--- src/rtl/core_pkg.sv ---
// Shared core definitions: fetch FSM states, RV opcode constants and the
// instruction field layout used by fetch, control and immediate generation.
package core_pkg;

  typedef enum logic [1:0] {
    IDLE  = 2'd0,
    WAIT  = 2'd1,
    FAULT = 2'd2
  } fetch_state_t;

  localparam logic [6:0] OP_R      = 7'd51;
  localparam logic [6:0] OP_I      = 7'd19;
  localparam logic [6:0] OP_LOAD   = 7'd3;
  localparam logic [6:0] OP_STORE  = 7'd35;
  localparam logic [6:0] OP_BRANCH = 7'd99;
  localparam logic [6:0] OP_JAL    = 7'd111;

  localparam logic [31:0] NOP_INSTR = 32'h0000_0013;

  // Declared MSB-first so a 32-bit word casts directly onto the R-type layout.
  typedef struct packed {
    logic [6:0] funct7;
    logic [4:0] rs2;
    logic [4:0] rs1;
    logic [2:0] funct3;
    logic [4:0] rd;
    logic [6:0] opcode;
  } instr_fields_t;

endpackage

--- src/rtl/instr_fetch_unit_if.sv ---
// Instruction memory bus between the fetch unit (master) and memory (slave).
// Handshake: master raises imem_req with imem_addr and holds both stable until
// the slave answers with a one-cycle imem_ack; imem_rdata/imem_err are only
// meaningful in the cycle imem_ack=1, and the master drops imem_req next cycle.
interface instr_fetch_unit_if #(
  parameter int XLEN = 64
) ();
  logic            imem_req;
  logic [XLEN-1:0] imem_addr;
  logic            imem_ack;
  logic [31:0]     imem_rdata;
  logic            imem_err;

  modport master (
    output imem_req, imem_addr,
    input  imem_ack, imem_rdata, imem_err
  );

  modport slave (
    input  imem_req, imem_addr,
    output imem_ack, imem_rdata, imem_err
  );
endinterface

--- src/rtl/instr_fetch_unit_decode.sv ---
// Pure slice of an instruction word into its base RV fields; shared with the
// control unit and immediate generator.
module instr_field_decode
  import core_pkg::*;
(
  input  logic [31:0]   ir,
  output instr_fields_t fields
);
  assign fields = instr_fields_t'(ir);
endmodule

--- src/rtl/instr_fetch_unit.sv ---
// Fetch stage: owns PC and IR, fetches one 32-bit word per fetch_req over the
// imem req/ack bus and exposes the decoded fields of IR.
module instr_fetch_unit
  import core_pkg::*;
#(
  parameter int              XLEN     = 64,
  parameter logic [XLEN-1:0] RESET_PC = '0,
  parameter int              TIMEOUT  = 16
) (
  input  logic                clock,
  input  logic                reset,
  input  logic                fetch_req,
  input  logic                pc_write,
  input  logic [XLEN-1:0]     pc_next,
  instr_fetch_unit_if.master  imem,
  output logic [XLEN-1:0]     pc,
  output logic [31:0]         instr,
  output logic [6:0]          opcode,
  output logic [4:0]          rd,
  output logic [2:0]          funct3,
  output logic [4:0]          rs1,
  output logic [4:0]          rs2,
  output logic [6:0]          funct7,
  output logic                instr_valid,
  output logic                busy,
  output logic                fault,
  output fetch_state_t        state_dbg
);

  localparam int CW = (TIMEOUT > 2) ? $clog2(TIMEOUT) : 1;

  fetch_state_t  state;
  logic [CW-1:0] tmo_cnt;
  instr_fields_t fields;

  assign state_dbg = state;

  always_ff @(posedge clock or posedge reset) begin
    if (reset) begin
      state          <= IDLE;
      pc             <= RESET_PC;
      instr          <= NOP_INSTR;
      instr_valid    <= 1'b0;
      imem.imem_req  <= 1'b0;
      imem.imem_addr <= '0;
      busy           <= 1'b0;
      fault          <= 1'b0;
      tmo_cnt        <= '0;
    end else begin
      // The fetch address is latched separately, so PC may move during WAIT.
      if (pc_write && state != FAULT) pc <= pc_next;

      case (state)
        IDLE: begin
          if (fetch_req) begin
            instr_valid <= 1'b0;
            if (pc[1:0] == 2'b00) begin
              imem.imem_req  <= 1'b1;
              imem.imem_addr <= pc;
              busy           <= 1'b1;
              tmo_cnt        <= '0;
              state          <= WAIT;
            end else begin
              fault <= 1'b1;
              state <= FAULT;
            end
          end
        end
        WAIT: begin
          if (imem.imem_ack) begin
            imem.imem_req <= 1'b0;
            busy          <= 1'b0;
            if (imem.imem_err) begin
              fault <= 1'b1;
              state <= FAULT;
            end else begin
              instr       <= imem.imem_rdata;
              instr_valid <= 1'b1;
              state       <= IDLE;
            end
          end else if (tmo_cnt == CW'(TIMEOUT - 1)) begin
            imem.imem_req <= 1'b0;
            busy          <= 1'b0;
            fault         <= 1'b1;
            state         <= FAULT;
          end else begin
            tmo_cnt <= tmo_cnt + CW'(1);
          end
        end
        FAULT: begin
          imem.imem_req <= 1'b0;
          busy          <= 1'b0;
          instr_valid   <= 1'b0;
          fault         <= 1'b1;
        end
        default: begin
          imem.imem_req <= 1'b0;
          busy          <= 1'b0;
          fault         <= 1'b1;
          state         <= FAULT;
        end
      endcase
    end
  end

  instr_field_decode u_decode (
    .ir     (instr),
    .fields (fields)
  );

  assign opcode = fields.opcode;
  assign rd     = fields.rd;
  assign funct3 = fields.funct3;
  assign rs1    = fields.rs1;
  assign rs2    = fields.rs2;
  assign funct7 = fields.funct7;

endmodule

--- src/flat_wrapper.sv ---
// flat-port wrapper written by rule: the top's interface ports become plain ports
module instr_fetch_unit_flat import core_pkg::*;
#(
  parameter int              XLEN     = 64,
  parameter logic [XLEN-1:0] RESET_PC = '0,
  parameter int              TIMEOUT  = 16
)
  (clock, reset, fetch_req, pc_write, pc_next, pc, instr, opcode, rd, funct3, rs1, rs2, funct7, instr_valid, busy, fault, state_dbg, imem_imem_req, imem_imem_addr, imem_imem_ack, imem_imem_rdata, imem_imem_err);
  instr_fetch_unit_if #(.XLEN(XLEN)) imem_i ();
  input  logic clock;
  input  logic reset;
  input  logic fetch_req;
  input  logic pc_write;
  input  logic [XLEN-1:0] pc_next;
  output logic [XLEN-1:0] pc;
  output logic [31:0] instr;
  output logic [6:0] opcode;
  output logic [4:0] rd;
  output logic [2:0] funct3;
  output logic [4:0] rs1;
  output logic [4:0] rs2;
  output logic [6:0] funct7;
  output logic instr_valid;
  output logic busy;
  output logic fault;
  output fetch_state_t state_dbg;
  output wire logic [$bits(imem_i.imem_req)-1:0] imem_imem_req;
  output wire logic [$bits(imem_i.imem_addr)-1:0] imem_imem_addr;
  input wire logic [$bits(imem_i.imem_ack)-1:0] imem_imem_ack;
  input wire logic [$bits(imem_i.imem_rdata)-1:0] imem_imem_rdata;
  input wire logic [$bits(imem_i.imem_err)-1:0] imem_imem_err;
  assign imem_imem_req = imem_i.imem_req;
  assign imem_imem_addr = imem_i.imem_addr;
  assign imem_i.imem_ack = imem_imem_ack;
  assign imem_i.imem_rdata = imem_imem_rdata;
  assign imem_i.imem_err = imem_imem_err;
  instr_fetch_unit #(.XLEN(XLEN), .RESET_PC(RESET_PC), .TIMEOUT(TIMEOUT)) u_core (.clock(clock), .reset(reset), .fetch_req(fetch_req), .pc_write(pc_write), .pc_next(pc_next), .imem(imem_i), .pc(pc), .instr(instr), .opcode(opcode), .rd(rd), .funct3(funct3), .rs1(rs1), .rs2(rs2), .funct7(funct7), .instr_valid(instr_valid), .busy(busy), .fault(fault), .state_dbg(state_dbg));
endmodule
--- config.mk ---
export PLATFORM = sky130hd
export DESIGN_NAME = instr_fetch_unit_flat
export DESIGN_NICKNAME = d
export VERILOG_FILES = /design/src/rtl/core_pkg.sv /design/src/rtl/instr_fetch_unit_if.sv /design/src/rtl/instr_fetch_unit_decode.sv /design/src/rtl/instr_fetch_unit.sv /design/src/flat_wrapper.sv
export SDC_FILE = /design/constraint.sdc
export NUM_CORES = 1
export LEC_CHECK = 0
export CAP_MARGIN = 5
export CORE_MARGIN = 4
export CORE_UTILIZATION = 45
export CTS_CLUSTER_DIAMETER = 40
export DETAILED_ROUTE_END_ITERATION = 7
export PLACE_DENSITY_LB_ADDON = 0.12
export SYNTH_ARGS = -nofsm -noshare
export SYNTH_HDL_FRONTEND = slang
export SYNTH_SLANG_ARGS = --single-unit
--- constraint.sdc ---
create_clock -name clock -period 10.61 [get_ports clock]
set_clock_uncertainty 0.05 [all_clocks]
set_input_delay 2.122 -clock clock [delete_from_list [all_inputs] [get_ports clock]]
set_output_delay 2.122 -clock clock [all_outputs]
set_load 0.01 [all_outputs]
# ---- After elaboration in Yosys (flattened, before gate mapping)
# Cells that the tools add are included.
dict set report totals {
  regBits 169
  input_bits 102
  output_inout_bits 198
  word_cells 62
}
dict set report classes {
  n_addsub 1
  n_eq_ne 13
  mux 26
  n_bitwise 2
  reduce_logical 12
}
# op count
set ops {}
lappend ops {{$mux W4} 4}
lappend ops {{$ne A2 B2 Y1 const B} 7}
lappend ops {{$mux W1} 12}
lappend ops {{$reduce_and A3 Y1} 4}
lappend ops {{$mux W2} 5}
lappend ops {{$pmux W4 S2} 1}
lappend ops {{$reduce_and A4 Y1} 2}
lappend ops {{$pmux W2 S3} 1}
lappend ops {{$reduce_and A5 Y1} 1}
lappend ops {{$add A4 B1 Y4 const B} 1}
lappend ops {{$eq A4 B4 Y1 const B} 1}
lappend ops {{$logic_not A2 Y1} 2}
lappend ops {{$pmux W1 S2} 2}
lappend ops {{$ne A3 B2 Y1 const B} 1}
lappend ops {{$ne A3 B3 Y1 const B} 1}
lappend ops {{$pmux W1 S3} 1}
lappend ops {{$reduce_bool A3 Y1} 1}
lappend ops {{$eq A2 B1 Y1 const B} 1}
lappend ops {{$eq A2 B2 Y1 const B} 1}
lappend ops {{$ne A2 B1 Y1 const B} 1}
lappend ops {{$not A1 Y1} 2}
lappend ops {{$reduce_bool A2 Y1} 1}
lappend ops {{$logic_and A1 B1 Y1} 1}

# ---- Logic depth before layout (Yosys ltp)
# Gate-level depths: netlist of the first run.
dict set report depth {
  word_depth 4
  ltp_mapped 5
  ltp_nobuf 4
}

# ---- Hierarchy
# Synthesis of the first run repeated with hierarchy kept, for this count alone.
dict set report unflattened {
  cells_unflattened 427
  hier_area_um2 6705.2
}
# mod n_inst cells_each area_per_inst_um2 seq_area_each_um2
set modules_own_cells {}
lappend modules_own_cells {instr_fetch_unit 1 395 6465.0 4232.8}
lappend modules_own_cells {instr_field_decode 1 32 240.2 0.0}

# ---- Least setup slack after synthesis of the first run
# No wires, ideal clock.
dict set report synth_timing {
  kind {input -> register}
  from {input port imem_imem_err}
  to {register u_core.instr[10]}
  setup_time_ps 125
  arrival_ps 2995
  required_ps 10435
  path_slack_ps 7440
  stages 3
  n_path_buf 1
  cell_sequence {nor3b_2 buf_6 mux2_2}
}
dict set report synth_via {
  elab_chain_cells 2
}
# item line
set synth_rtl {}
lappend synth_rtl {{start: declaration} flat_wrapper.sv:31} ;# input wire logic [$bits(imem_i.imem_err)-1:0] imem_imem_err;
lappend synth_rtl {{$not A1 Y1 (no line)} -}
lappend synth_rtl {{$reduce_and A3 Y1 (no line)} -}
lappend synth_rtl {{end signal: assignment} instr_fetch_unit.sv:77} ;# instr <= imem.imem_rdata;
lappend synth_rtl {{end: declaration} instr_fetch_unit.sv:17} ;# output logic [31:0] instr,
# No other way between the ends.
# A chain may end at the register's enable or synchronous reset.

# ---- Worst setup path after layout of the first run
dict set report layout_timing {
  from {input port imem_imem_ack}
  to {register u_core.instr[25]}
}
dict set report layout_via {
  elab_chain_cells 1
}
# item line
set layout_rtl {}
lappend layout_rtl {{start: declaration} flat_wrapper.sv:29} ;# input wire logic [$bits(imem_i.imem_ack)-1:0] imem_imem_ack;
lappend layout_rtl {{$reduce_and A3 Y1 (no line)} -}
# No other way between the ends.

==> results of run 1 <==
where the power goes:
group	internal (W)	total [W]	switching [W]
Sequential	0.000659	0.000671	0.0000116
Combinational	0.0000737	0.000113	0.0000396
Clock	0.000478	0.000718	0.000240
Total	0.00121	0.00150	0.000292
stage by stage:
stage / instance area [um2] / std cells / util, %
after floorplan: 6653 / 416 / -
after global placement: 9558 / 853 / 65.76
after detailed placement: 9558 / 853 / 65.76
after CTS: 10260 / 885 / 70.58
after global routing: 10260 / 885 / 70.58
final: 10260 / 885 / 70.58
state kept, by name, indices dropped and copies added (netlist names):
| name | flops |
|---|---|
| u_core.busy | 1 |
| u_core.imem.imem_addr | 64 |
| u_core.instr_valid | 1 |
| u_core.tmo_cnt | 4 |
| u_core.fault | 1 |
| u_core.instr | 32 |
| u_core.pc | 64 |
| u_core.state_dbg | 2 |
how the worst max path moves through the flow:
stage                   from                               endpoint  slack [ps]  cells after the start
2_1_floorplan          reset                u_core.busy$_DFFE_PP0P_        3870                      1
3_3_place_gp           reset  u_core.imem.imem_addr[33]$_DFFE_PP0P_        6410                      3
3_5_place_dp           reset  u_core.imem.imem_addr[33]$_DFFE_PP0P_        6360                      3
4_1_cts        imem_imem_ack           u_core.instr[25]$_DFFE_PP0P_        6810                      4
5_1_grt                reset              u_core.pc[24]$_DFFE_PP0P_        6580                      3
6_report       imem_imem_ack           u_core.instr[25]$_DFFE_PP0P_        6810                      4
cells by family after synthesis:
group,synth area share (%)
DFF,63.63
AOI/OAI and AO/OA,1.204
buffers and inverters,5.868
muxes,27.20
adders and majority gates,0.1880
and+or+nand+nor,1.918
area by class of cell:
| class | instances | area (um2) | area share, % |
|---|---|---|---|
| Inverter | 5 | 23.77 | 0.2318 |
| Multi-Input combinational cell | 193 | 2056 | 20.04 |
| Sequential cell | 169 | 4233 | 41.27 |
| Clock inverter | 12 | 242.7 | 2.366 |
| Clock buffer | 20 | 456.7 | 4.452 |
| Tap cell | 184 | 230.2 | 2.244 |
| Timing Repair Buffer | 302 | 3015 | 29.40 |
worst register-to-register path, stage by stage (launching register included):
cell	delay (ps)
dfrtp_1	510
nor2_1	280
nand3_4	750
mux2_2	630
layer usage:
metal	part of all wire (%)	wire length, um
met5	0	0
met4	2.7	456
met3	9.3	1560
met2	51	8559
met1	37	6217
synth_stat cells, types with 2 or more instances:
| library cell | instances |
|---|---|
| inv_1 | 5 |
| nor2_1 | 4 |
| buf_4 | 43 |
| mux2_2 | 158 |
| nand3_1 | 3 |
| mux2i_1 | 3 |
| and2_1 | 2 |
| and3_1 | 2 |
| or4_1 | 2 |
| buf_6 | 3 |
| o21ai_0 | 2 |
| nand2_1 | 2 |
| o2bb2ai_1 | 2 |
| dfrtp_1 | 166 |
| buf_2 | 3 |
| dfstp_2 | 3 |
==> impl_metrics.tcl, run 1 <==
set metrics [dict create \
    vias 4411 \
    yosysSeqAreaShare_pct 63.63 \
    reg2reg_slack_ps 8280 \
    die-area_mm2 0.01679 \
    wl_per_cell_um 18.98 \
    fin_crit_sh_pct 35.82 \
    yosysUniqueCellTypes 29 \
    synth_seq_cells 169 \
    dr.pass1.iters 4 \
    holdBufCountCts 0 \
    layout_common_cells "clkdlybuf4s50_1, dfrtp_1, mux2_2, clkbuf_16, bufinv_16" \
    synth.cell_area_mm2 0.006653 \
    synth.avg_cell_area_um2 15.99 \
    dp_hpwl_um 12360 \
    hold_end "u_core.imem.imem_addr[0]$_DFFE_PP0P_" \
    vias_per_cell 4.984 \
    grt_pass1_wl_um 25800 \
    r2r-end "u_core.imem.imem_addr[5]$_DFFE_PP0P_" \
    final_nets 791 \
    antenna_found_initial 0 \
    timing.fmax_ghz 0.2631 \
    startpoint_type "input port" \
    maxCapViolCount 0 \
    status "completed" \
    grt-busiest-layer "met2" \
    whs_ps 440.7 \
    synth_top_cell_area_share_pct 62.44 \
    required_ps 10860 \
    mostFrequentLayoutCell "clkdlybuf4s50_1" \
    grt_pass1_vias 4843 \
    rr_worst_depth 3 \
    slew_headroom_pct 34.30 \
    coreArea_mm2 0.01453 \
    use_met2_pct 35.00 \
    critPathBufInv 2 \
    hold_path_depth 1 \
    path_clk_slew_ps 60 \
    ir_drop_mv 0.09462 \
    cts_max_path_buffers 2 \
    met1_usage_pct 22.33 \
    worstPathCellList "clkdlybuf4s50_1 -> nor3b_4 -> buf_4 -> mux2_2" \
    gp_congestion 0.7831 \
    chipHeight_um 129.6 \
    setup_ws_ps 6810 \
    reg2reg_from "u_core.state_dbg[0]$_DFFE_PP0P_" \
    synth_edf_count 0 \
    grt.met3_usage_pct 7.337 \
    critPathSlowestCell "clkdlybuf4s50_1" \
    ys_async_sr_fraction_pct 100.0 \
    end_kind "register" \
    die_x_um 129.6 \
    start_util_pct 45.77 \
    drtIter0Drc 102 \
    io_buffers 299 \
    crit_family "buffers and inverters" \
    synth_area_leader_cell "dfrtp_1" \
    clock_latency_ps 420 \
    num_rows 44 \
    grt.overflow.total 0 \
    grt_max_degree 105 \
    power_w 0.001502 \
    slew_viol_final 0 \
    cts_setup_buffers 0 \
    netlist_top_cells_area "dfrtp_1, mux2_2, buf_4, dfstp_2, buf_6" \
    drc_errors 0 \
    holdCritStartpoint "u_core.imem.imem_addr[0]$_DFFE_PP0P_" \
    rsz0062_at_grt "false" \
    worstSetupPathType "input port to register" \
    cts_tree "yes" \
    cts_root_buf "clkbuf_16" \
    power_density_mw_per_mm2 146.4 \
    worstHoldPathType "register to register" \
    critPathArrivalTime_ps 4050 \
    area_delta_synth_final_pct 54.18 \
    fill_cells 984 \
    slowest_delay_ps 600 \
    leakage_nw 4.733 \
    htree_levels 4 \
    fin_crit_ps 3800 \
    routed_wl_um 16790 \
    yosysWarnings 0 \
    synth_ff_type "dfrtp_1" \
    pin_count 300 \
    final_hold_viol_count 0 \
    syn_nets 519 \
    setup_viol 0 \
    netlist_instances 416 \
    drtAntennaViolNets 0 \
    cp_max_fo 21 \
    grt_usage_pct 20.18 \
    dp_slack_ps 6359 \
    worstMarginPinSlew_ps 985.6 \
    cts_buffers 17 \
    drive_above_1_share_pct 28.82 \
    fin_setup_tns_ps 0 \
    clkSinkCount 169 \
    n_antenna_cell 0 \
    cts_resized 0 \
]
No activity file was read; power rests on OpenSTA's default activity.
==> run 2, diff against run 1 <==
--- a/config.mk
+++ b/config.mk
@@ -7,7 +7,7 @@
 export LEC_CHECK = 0
 export CAP_MARGIN = 5
 export CORE_MARGIN = 4
-export CORE_UTILIZATION = 45
+export CORE_UTILIZATION = 42
 export CTS_CLUSTER_DIAMETER = 40
 export DETAILED_ROUTE_END_ITERATION = 7
 export PLACE_DENSITY_LB_ADDON = 0.12
==> constraint.sdc (replaced) <==
create_clock -name clock -period 3.6 [get_ports clock]
set_clock_uncertainty 0.05 [all_clocks]
set_input_delay 0.72 -clock clock [delete_from_list [all_inputs] [get_ports clock]]
set_output_delay 0.72 -clock clock [all_outputs]
set_load 0.01 [all_outputs]
==> run 2 against run 1 <==
Compared with the run above: clock power grew 140%; hold slack lost 12 ps; sequential power grew to 2.9 times the previous value; core utilization shrank 4.0 points; via count shrank 2.0%; sequential cell count is the same; critical path type is now register to primary output; die area grew 6.7%; total power grew to 2.7 times the previous value; non-clock buffer count grew 3; routed wire length grew 1.3%; largest power group is now registers.
==> impl_metrics.tcl, run 2 (same netlist as run 1, synthesis figures left out) <==
set metrics [dict create \
    critPathSlowestCell "clkdlybuf4s50_1" \
    fin_setup_tns_ps 0 \
    chipHeight_um 133.9 \
    r2r-end "u_core.pc[54]$_DFFE_PP0P_" \
    coreArea_mm2 0.01537 \
    final_hold_viol_count 0 \
    pin_count 300 \
    crit_family "buffers and inverters" \
    dp_slack_ps 1132 \
    die_x_um 133.9 \
    layout_common_cells "clkdlybuf4s50_1, dfrtp_1, mux2_2, clkbuf_16, clkbuf_8" \
    leakage_nw 4.700 \
    met1_length_um 6250 \
    cts_max_path_buffers 2 \
    slowest_delay_ps 650 \
    clock_latency_ps 410 \
    grt.overflow.total 0 \
    htree_levels 4 \
    rsz0062_at_grt "false" \
    io_buffers 299 \
    worstMarginPinSlew_ps 886.9 \
    dp_hpwl_um 12690 \
    dr.pass1.iters 4 \
    critPathArrivalTime_ps 1620 \
    n_antenna_cell 0 \
    cp_max_fo 9 \
    reg_top3 "u_core.imem.imem_addr (64), u_core.pc (64), u_core.instr (32)" \
    worstSetupPathType "register to primary output" \
    status "completed" \
    grt_usage_pct 19.25 \
    drtAntennaViolNets 0 \
    wl_per_cell_um 18.59 \
    power_density_mw_per_mm2 395.1 \
    setup_viol 0 \
    hold_path_depth 1 \
    timing.fmax_ghz 0.4179 \
    drive_above_1_share_pct 28.84 \
    cts_root_buf "clkbuf_16" \
    area_delta_synth_final_pct 53.83 \
    maxCapViolCount 0 \
    num_rows 45 \
    mostFrequentLayoutCell "clkdlybuf4s50_1" \
    setup_ws_ps 1207 \
    drc_errors 0 \
    required_ps 2830 \
    gp_congestion 0.7837 \
    routed_wl_um 17010 \
    antenna_found_initial 0 \
    fin_crit_ps 2393 \
    worstPathCellList "clkdlybuf4s50_1" \
    die-area_mm2 0.01792 \
    rr_worst_depth 4 \
    holdCritStartpoint "u_core.fault$_DFFE_PP0P_" \
    cts_setup_buffers 0 \
    holdBufCountCts 0 \
    cts_resized 0 \
    slew_headroom_pct 40.65 \
    hold_end "u_core.fault$_DFFE_PP0P_" \
    grt_pass1_wl_um 26820 \
    top_layer_used "met4" \
    wl_met3_um 1825 \
    reg2reg_from "u_core.state_dbg[1]$_DFFE_PP0P_" \
    path_clk_slew_ps 60 \
    start_util_pct 43.28 \
    fin_crit_sh_pct 66.48 \
    cts_tree "yes" \
    cts_buffers 17 \
    vias 4322 \
    grt_pass1_vias 4776 \
    clkSinkCount 169 \
    worstHoldPathType "register to register" \
    reg2reg_slack_ps 1330 \
    vias_per_cell 4.723 \
    final_nets 794 \
    dr_wl_met2_um 8745 \
    critPathBufInv 1 \
    ir_drop_mv 0.3356 \
    slew_viol_final 0 \
    drtIter0Drc 161 \
    end_kind "primary output" \
    grt_max_degree 90 \
    startpoint_type "register" \
]
## run 2: cell types whose count changed in the layout (fill, tap and decap cells not counted), sizes merged
cell	delta
buf	+3
clkinvlp	+3
clkbuf	+5
inv	-2
bufinv	-6
## run 2: metrics by stage
stage	util, %	std cells	hold slack, ps	area [um2]	total power (W)
global route	66.58	915	451.7	10230	0.004201
floorplan	-	416	428.7	6656	0.002116
finish	66.58	915	428.6	10230	0.004043
detailed placement	62.87	883	424.8	9663	0.002357
CTS	66.58	915	438.6	10230	0.004095
global placement	62.87	883	406.5	9663	0.002348
## run 2: area by class of cell
| type | instances | area, um2 |
|---|---|---|
| fillers | 1148 | 5137 |
| flip-flops and latches | 169 | 4233 |
| repair buffers | 305 | 3088 |
| multi-input cells | 193 | 2056 |
| clock buffers | 25 | 505.5 |
| well taps | 211 | 264.0 |
| clock inverters | 7 | 65.06 |
| inverters | 5 | 22.52 |
## run 2: worst max path at each step
stage / from / to / slack (ps) / cells past startpoint
global placement: pc_write / u_core.pc[43]$_DFFE_PP0P_ / 1190 / 4
detailed placement: pc_write / u_core.pc[49]$_DFFE_PP0P_ / 1130 / 4
CTS: u_core.state_dbg[0]$_DFFE_PP0P_ / state_dbg[0] / 1180 / 1
finish: u_core.state_dbg[0]$_DFFE_PP0P_ / state_dbg[0] / 1210 / 1
global route: u_core.state_dbg[0]$_DFFE_PP0P_ / state_dbg[0] / 1130 / 1
floorplan: reset / u_core.busy$_DFFE_PP0P_ / 680 / 1
## run 2: layer usage
layer	GRT usage [%]	vias to the layer above
met5	0	-
met4	5.714	0
met3	8.290	15
met2	33.21	192
met1	21.77	2136
li1	-	1979
## run 2: power by group
part / internal (W) / total [W] / switching (W)
Combinational: 0.000222 / 0.000342 / 0.000120
Clock: 0.00104 / 0.00173 / 0.000686
Sequential: 0.00194 / 0.00197 / 0.0000323
